$ cat config.mk
export PLATFORM = sky130hd
export DESIGN_NAME = zig_zag_scanner_param_flat
export DESIGN_NICKNAME = d
export VERILOG_FILES = /design/src/rtl/zig_zag_scanner_param_if.sv /design/src/rtl/zig_zag_scanner_param.sv /design/src/flat_wrapper.sv
export SDC_FILE = /design/constraint.sdc
export NUM_CORES = 1
export LEC_CHECK = 0
export CORE_MARGIN = 8
export CORE_UTILIZATION = 50
export CTS_CLUSTER_DIAMETER = 100
export DETAILED_ROUTE_END_ITERATION = 6
export PLACE_DENSITY = 0.68
export REMOVE_ABC_BUFFERS = 1
export SLEW_MARGIN = 20
export SYNTH_ARGS = -nofsm -noshare
export SYNTH_HDL_FRONTEND = slang
export SYNTH_SLANG_ARGS = --single-unit
$ cat constraint.sdc
create_clock -name clk -period 6.9 [get_ports clk]
set_input_delay 1.035 -clock clk [delete_from_list [all_inputs] [get_ports clk]]
set_output_delay 1.035 -clock clk [all_outputs]
set_load 0.03 [all_outputs]
$ cat src/rtl/zig_zag_scanner_param_if.sv
// Host-side bus of the zig-zag scanner: start/mode handshake, source load port
// and destination read port.
interface zig_zag_scanner_param_if #(
  parameter int N      = 8,
  parameter int DATA_W = 8,
  parameter int ADDR_W = $clog2(N*N)
) ();
  logic              start;
  logic              mode;
  logic              src_we;
  logic [ADDR_W-1:0] src_waddr;
  logic [DATA_W-1:0] src_wdata;
  logic [ADDR_W-1:0] dst_raddr;
  logic [DATA_W-1:0] dst_rdata;
  logic              busy;
  logic              done;

  modport master (
    output start, mode, src_we, src_waddr, src_wdata, dst_raddr,
    input  dst_rdata, busy, done
  );

  modport slave (
    input  start, mode, src_we, src_waddr, src_wdata, dst_raddr,
    output dst_rdata, busy, done
  );
endinterface

$ cat src/rtl/zig_zag_scanner_param.sv
// N x N zig-zag scanner (mode 0: raster -> zig-zag) and de-scanner
// (mode 1: zig-zag -> raster), one element moved per cycle between two buffers.
module zig_zag_scanner_param #(
  parameter int N      = 8,
  parameter int DATA_W = 8,
  parameter int ADDR_W = $clog2(N*N)
) (
  input logic clk,
  input logic reset,
  zig_zag_scanner_param_if.slave bus
);
  localparam int RC_W = $clog2(2*N-1);
  localparam int NN   = N*N;

  typedef enum logic [1:0] {IDLE, RUN, DONE} state_t;

  state_t            state, state_nxt;
  logic [ADDR_W-1:0] k;
  logic [RC_W-1:0]   r, c, d;
  logic [RC_W-1:0]   r_nxt, c_nxt, d_nxt;
  logic              mode_q;
  logic              last;
  logic [ADDR_W-1:0] rasidx, rd_idx, wr_idx;
  logic [DATA_W-1:0] src_rd;
  int                ri, ci, di, entry;

  logic [DATA_W-1:0] src_mem [NN];
  logic [DATA_W-1:0] dst_mem [NN];

  assign last   = (int'(k) == NN-1);
  assign rasidx = ADDR_W'(int'(r) * N + int'(c));
  assign rd_idx = mode_q ? k : rasidx;
  assign wr_idx = mode_q ? rasidx : k;
  assign src_rd = (int'(rd_idx) < NN) ? src_mem[rd_idx] : '0;

  always_ff @(posedge clk) begin
    if (!reset) state <= IDLE;
    else        state <= state_nxt;
  end

  always_comb begin
    state_nxt = state;
    case (state)
      IDLE, DONE: if (bus.start) state_nxt = RUN;
      RUN:        if (last)      state_nxt = DONE;
      default:    state_nxt = IDLE;
    endcase
  end

  // Next zig-zag position; a diagonal edge hops straight to the next
  // diagonal's entry point so there is no bubble between diagonals.
  always_comb begin
    ri    = int'(r);
    ci    = int'(c);
    di    = int'(d);
    entry = (di + 2 > N) ? di + 2 - N : 0;
    d_nxt = d;
    r_nxt = r;
    c_nxt = c;
    if (d[0]) begin
      if (ri == N-1 || ci == 0) begin
        d_nxt = RC_W'(di + 1);
        c_nxt = RC_W'(entry);
        r_nxt = RC_W'(di + 1 - entry);
      end else begin
        r_nxt = RC_W'(ri + 1);
        c_nxt = RC_W'(ci - 1);
      end
    end else begin
      if (ci == N-1 || ri == 0) begin
        d_nxt = RC_W'(di + 1);
        r_nxt = RC_W'(entry);
        c_nxt = RC_W'(di + 1 - entry);
      end else begin
        r_nxt = RC_W'(ri - 1);
        c_nxt = RC_W'(ci + 1);
      end
    end
  end

  always_ff @(posedge clk) begin
    if (!reset) begin
      k      <= '0;
      r      <= '0;
      c      <= '0;
      d      <= '0;
      mode_q <= 1'b0;
    end else if (state != RUN && bus.start) begin
      k      <= '0;
      r      <= '0;
      c      <= '0;
      d      <= '0;
      mode_q <= bus.mode;
    end else if (state == RUN) begin
      k <= k + 1'b1;
      r <= r_nxt;
      c <= c_nxt;
      d <= d_nxt;
    end
  end

  // Buffers are never cleared; host writes are locked out during a traversal.
  always_ff @(posedge clk) begin
    if (reset) begin
      if (state == RUN)
        dst_mem[wr_idx] <= src_rd;
      if (state != RUN && bus.src_we && int'(bus.src_waddr) < NN)
        src_mem[bus.src_waddr] <= bus.src_wdata;
    end
  end

  assign bus.busy      = (state == RUN);
  assign bus.done      = (state == DONE);
  assign bus.dst_rdata = (int'(bus.dst_raddr) < NN) ? dst_mem[bus.dst_raddr] : '0;
endmodule

$ cat src/flat_wrapper.sv
// flat-port wrapper written by rule: the top's interface ports become plain ports
module zig_zag_scanner_param_flat 
#(
  parameter int N      = 8,
  parameter int DATA_W = 8,
  parameter int ADDR_W = $clog2(N*N)
)
  (clk, reset, bus_start, bus_mode, bus_src_we, bus_src_waddr, bus_src_wdata, bus_dst_raddr, bus_dst_rdata, bus_busy, bus_done);
  zig_zag_scanner_param_if #(.N(N), .DATA_W(DATA_W), .ADDR_W(ADDR_W)) bus_i ();
  input logic clk;
  input logic reset;
  input wire logic [$bits(bus_i.start)-1:0] bus_start;
  input wire logic [$bits(bus_i.mode)-1:0] bus_mode;
  input wire logic [$bits(bus_i.src_we)-1:0] bus_src_we;
  input wire logic [$bits(bus_i.src_waddr)-1:0] bus_src_waddr;
  input wire logic [$bits(bus_i.src_wdata)-1:0] bus_src_wdata;
  input wire logic [$bits(bus_i.dst_raddr)-1:0] bus_dst_raddr;
  output wire logic [$bits(bus_i.dst_rdata)-1:0] bus_dst_rdata;
  output wire logic [$bits(bus_i.busy)-1:0] bus_busy;
  output wire logic [$bits(bus_i.done)-1:0] bus_done;
  assign bus_i.start = bus_start;
  assign bus_i.mode = bus_mode;
  assign bus_i.src_we = bus_src_we;
  assign bus_i.src_waddr = bus_src_waddr;
  assign bus_i.src_wdata = bus_src_wdata;
  assign bus_i.dst_raddr = bus_dst_raddr;
  assign bus_dst_rdata = bus_i.dst_rdata;
  assign bus_busy = bus_i.busy;
  assign bus_done = bus_i.done;
  zig_zag_scanner_param #(.N(N), .DATA_W(DATA_W), .ADDR_W(ADDR_W)) u_core (.clk(clk), .reset(reset), .bus(bus_i));
endmodule
; Yosys cells after proc, flatten, opt, wreduce, memory -nomap -nowiden
; Memories as Yosys holds them, arrays and structs flattened.
; Cells that the tools add are included.
[word_totals]
ff_bits = 21
ramBits = 1024
in_bits = 25
output_inout_bits = 10
mem_count = 2
[mem_list]
columns = memory, depth, word_bits, read_ports, rd_clocked_by_memory_dff, wr, line
row1 = u_core.dst_mem, 64, 8, 1, 0, 1, zig_zag_scanner_param.sv:28  ; logic [DATA_W-1:0] dst_mem [NN];
row2 = u_core.src_mem, 64, 8, 1, 0, 1, zig_zag_scanner_param.sv:27  ; logic [DATA_W-1:0] src_mem [NN];
[classes]
n_addsub = 10
n_lt_le_gt_ge = 1
eq_ne = 9
muxes = 21
n_bitwise = 1
n_reduce_logical = 12
[ops]
columns = cell, count
row1 = $mux W4, 10
row2 = $add A4 B1 Y4 const B, 3
row3 = $mux W6, 2
row4 = $eq A4 B4 Y1 const B, 2
row5 = $logic_not A4 Y1, 2
row6 = $sub A4 B1 Y4 const B, 2
row7 = $add A6 B1 Y6 const B, 1
row8 = $add A6 B4 Y6, 1
row9 = $eq A6 B1 Y1 const B, 1
row10 = $mux W1, 6
row11 = $add A4 B2 Y5 const B, 1
row12 = $gt A5 B4 Y1 const B, 1
row13 = $mux W2, 2
row14 = $ne A2 B1 Y1 const B, 2
row15 = $ne A2 B2 Y1 const B, 2
row16 = $pmux W2 S2, 1
row17 = $reduce_or A2 Y1, 2
row18 = $sub A4 B4 Y4, 1
row19 = $sub A4 B4 Y4 const B, 1
row20 = $reduce_and A3 Y1, 1
row21 = $eq A2 B1 Y1 const B, 1
row22 = $eq A2 B2 Y1 const B, 1
row23 = $logic_and A1 B1 Y1, 2
row24 = $logic_not A2 Y1, 1
row25 = 4 further kinds, 5

; Longest topological paths before layout
[depth]
word_depth = 6
depth_mapped = 12
mapped_depth_nobuf = 12

; Worst setup path after synthesis
; OpenSTA, ideal clock, no wires.
[synth_timing]
kind = register to register
start = register u_core.c[3]
end = memory u_core.dst_mem[0][6], data pin
setup_ps = 917
arrival_ps = 5441
required_ps = 5983
slack_ps = 543
path_stages_with_launch = 9
path_buffers = 0
synth_period_minus_slack_ps = 6357
path_cell_list = dfxtp_1 -> ha_1 -> ha_1 -> nor3b_1 -> o21ai_1 -> a31o_2 -> a31o_2 -> and3_1 -> nor4b_1
[synth_between]
elab_chain_len = 3
[synth_rtl]
columns = item, line
row1 = start: declaration, zig_zag_scanner_param.sv:19  ; logic [RC_W-1:0] r, c, d;
row2 = start signal: assignment, zig_zag_scanner_param.sv:97  ; c <= c_nxt;
row3 = $add A6 B4 Y6, zig_zag_scanner_param.sv:31  ; assign rasidx = ADDR_W'(int'(r) * N + int'(c));
row4 = $mux W6, zig_zag_scanner_param.sv:32  ; assign rd_idx = mode_q ? k : rasidx;
row5 = $mem_v2 Z64 W8, --
row6 = via u_core.src_rd[6], zig_zag_scanner_param.sv:24  ; logic [DATA_W-1:0] src_rd;
row7 = end: declaration, zig_zag_scanner_param.sv:28
; The timed path passes the listed nets, and every way through them passes these cells.

; Final worst setup path
[layout_timing]
start = input bus_dst_raddr[3]
end = output bus_dst_rdata[3]
[layout_between]
elab_chain_len = 1
[layout_rtl]
columns = item, line
row1 = start: declaration, flat_wrapper.sv:17  ; input wire logic [$bits(bus_i.dst_raddr)-1:0] bus_dst_raddr;
row2 = $mem_v2 Z64 W8, --
row3 = end: declaration, flat_wrapper.sv:18  ; output wire logic [$bits(bus_i.dst_rdata)-1:0] bus_dst_rdata;
; No other way between the ends.

==> summary.txt <==
status = completed
HP Start = u_core.c[0]
Synthesis Warnings = 0
Reg-to-Reg End = u_core.dst_mem[21][7]
normalized max-slew margin = 0.215
worst setup margin = 1630 ps
Max Root-Sink Buffers = 3
Slew @ Worst Pin = 1170 ps
CTS resizes = 0
Mean Syn Cell Area = 14.8 um2
final wirelength = 115000 um
predominant post-synthesis flop cell = edfxtp_1
pin count of the biggest net entering global routing = 128
net switching power = 3240 uW
CTS root buf = clkbuf_16
Final Net Count = 3053
leading area contributor after synthesis = edfxtp_1
share of the synthesized area in the top cell type = 0.683
Clock power frac = 0.385
hpwl dp = 65900 um
Max Clk Rate = 190 MHz
Critical path origin = bus_dst_raddr[3]
max cap viols = 0
Die W = 316 um
Worst EP arrival = 4230 ps
Leak = 0.0158 uW
Final Max Slew Viols = 0
area growth from synthesis to layout = 10.3%
hold buffer count at cts = 0
post-layout minimum cycle time = 5270 ps
Reg power frac = 0.525
GP Congestion = 0.843
power per cell area = 278 nW/um2
wire per inst = 27.0 um
Hold Violations, Final = 0
Detail Route Antenna Nets = 0
Post CTS Setup Buffer Count = 0
Detailed Route Iter0 Violations = 3718
Reg2Reg Depth = 10
Comb power frac = 0.090
switching share of power = 0.234
Tot GR Track Use = 0.228
maximum VDD drop = 235 uV
die height = 316 um
Antenna Cells = 0
Worst Hold End = u_core.c[0]
fin crit share = 0.763
Mapped Area = 45000 um2
post-synthesis sequential area ratio = 0.692
total grt overflow = 0
Via density = 6.48
Worst Skew = 29.7 ps
Int Power = 10600 uW
first-pass GRT wire length = 173000 um
DR pass1 iterations = 5
r2r startpoint = u_core.mode_q
Startpoint Class = primary input
CTS H-tree lvls = 3
ys async rst share = 0
Tot Pwr = 13800 uW
RSZ-0062 raised after global routing = false
Std-Cell Rows = 110
crit end category = primary output
CP Class = primary input to primary output
EDFF count, synth = 1024
required time of the critical path = 5860 ps
total CTS buffers = 104
clock-pin slew on the worst setup and hold paths = 60 ps
dpl ws = 1600 ps
layout cells sized above 1 = 0.128
Placed Cells = 4084
synth top area cells = edfxtp_1 68%, mux4_2 8.3%, a22oi_1 3.7%
CTS sink cnt = 1045
flop2flop setup slack = 2390 ps
Clock Latency Late Sink = 680 ps
Starting Density = 0.502
non-filler cells, final = 4276
fill count = 6766
number of global-route vias before repair = 27400
Die ar. = 99900 um2
crit-path max FO = 19
CTS tree = done
I/O Buffers = 34
DR vias = 27700
post-synthesis cell count = 3036
Hold Path Class = flop to flop
DRC errors left = 0
initial antenna violation count = 0
post-synth cell types = 58
Yosys reg bits = 1045
hold depth = 2
area of the core = 89600 um2
Final setup viols = 0
IO Pins = 35
[worst max-delay path, stage by stage]
cell             delay, ps
clkdlybuf4s50_1       1040
buf_4                  490
mux4_2                 440
mux4_2                 560
clkdlybuf4s50_1        630
[cell type report]
cell class | count | area, um2 | share of cell area
Tap cell | 1176 | 1470 | 0.0296
Multi-Input combinational cell | 1754 | 13000 | 0.262
Inverter | 28 | 108 | 0.00217
Timing Repair Buffer | 82 | 781 | 0.0157
Clock inverter | 56 | 373 | 0.00751
Clock buffer | 135 | 2760 | 0.0556
Sequential cell | 1045 | 31200 | 0.628
[routing by layer]
| layer | routed length, um | vias to the layer above | global-route usage |
|---|---|---|---|
| met5 | 0 | - | 0 |
| met4 | 3820 | 0 | 0.0791 |
| met3 | 10800 | 222 | 0.0397 |
| met2 | 55600 | 1602 | 0.371 |
| met1 | 45200 | 14000 | 0.310 |
| li1 | - | 11900 | - |
[placed cells by master, fill, tap and decap left out, types with 28 or more instances in the layout]
cell type     n
nand2_1     235
edfxtp_1   1024
o21ai_0      53
a21oi_1     195
mux4_2      166
o22ai_1     118
nor3_1       96
nor2_1      154
buf_4        39
clkbuf_16   106
a22oi_1     219
clkbuf_1     29
clkinv_1     28
a211oi_1     29
nand2b_1    261
[worst max path at each step]
stage | slack [ps] | to | cells past startpoint
2_1_floorplan | -5920 | u_core.dst_mem[0][6] | 7
3_3_place_gp | 1610 | bus_dst_rdata[3] | 5
3_5_place_dp | 1600 | bus_dst_rdata[3] | 5
4_1_cts | 1590 | bus_dst_rdata[3] | 5
5_1_grt | 1520 | bus_dst_rdata[3] | 6
6_report | 1630 | bus_dst_rdata[3] | 5
[synth_stat cells (all sizes together), types with 29 or more instances]
master	number
nor2	162
a22oi	219
nand2	235
buf	89
o21ai	55
a211oi	29
o22ai	118
nand2b	261
nor3	96
a21oi	195
mux4	166
clkbuf	120
edfxtp	1024
[kinds of logic after synthesis]
group	Yosys count	synth area share
mux	175	0.0851
buf+inv	237	0.0212
xor+xnor	19	0.00370
fa+ha+maj	13	0.00378
simple gates	860	0.0952
flops	1045	0.692
compound gates	687	0.0986
[power by group through the flow]
stage          Clock [uW]  Combinational (uW)  Sequential, uW
2_1_floorplan           0                 689            7420
3_3_place_gp            0                1180            7380
3_5_place_dp            0                1230            7380
4_1_cts              5370                1240            7240
5_1_grt              5600                1330            7240
6_report             5320                1250            7240
[registers in the layout, summed over array words and instances, names as in the netlist]
| name | flops |
|---|---|
| u_core.c | 4 |
| u_core.d | 4 |
| u_core.dst_mem | 512 |
| u_core.k | 6 |
| u_core.mode_q | 1 |
| u_core.r | 4 |
| u_core.src_mem | 512 |
| u_core.state | 2 |
[per-stage QoR]
step	utilization	hold WS, ps	TNS [ps]	area [um2]
3_3_place_gp	0.519	539	0	46500
4_1_cts	0.554	590	0	49600
2_1_floorplan	-	493	-2798500	44200
3_5_place_dp	0.519	583	0	46500
5_1_grt	0.554	606	0	49700
6_report	0.554	602	0	49700
(Power assumes the default switching activity.)
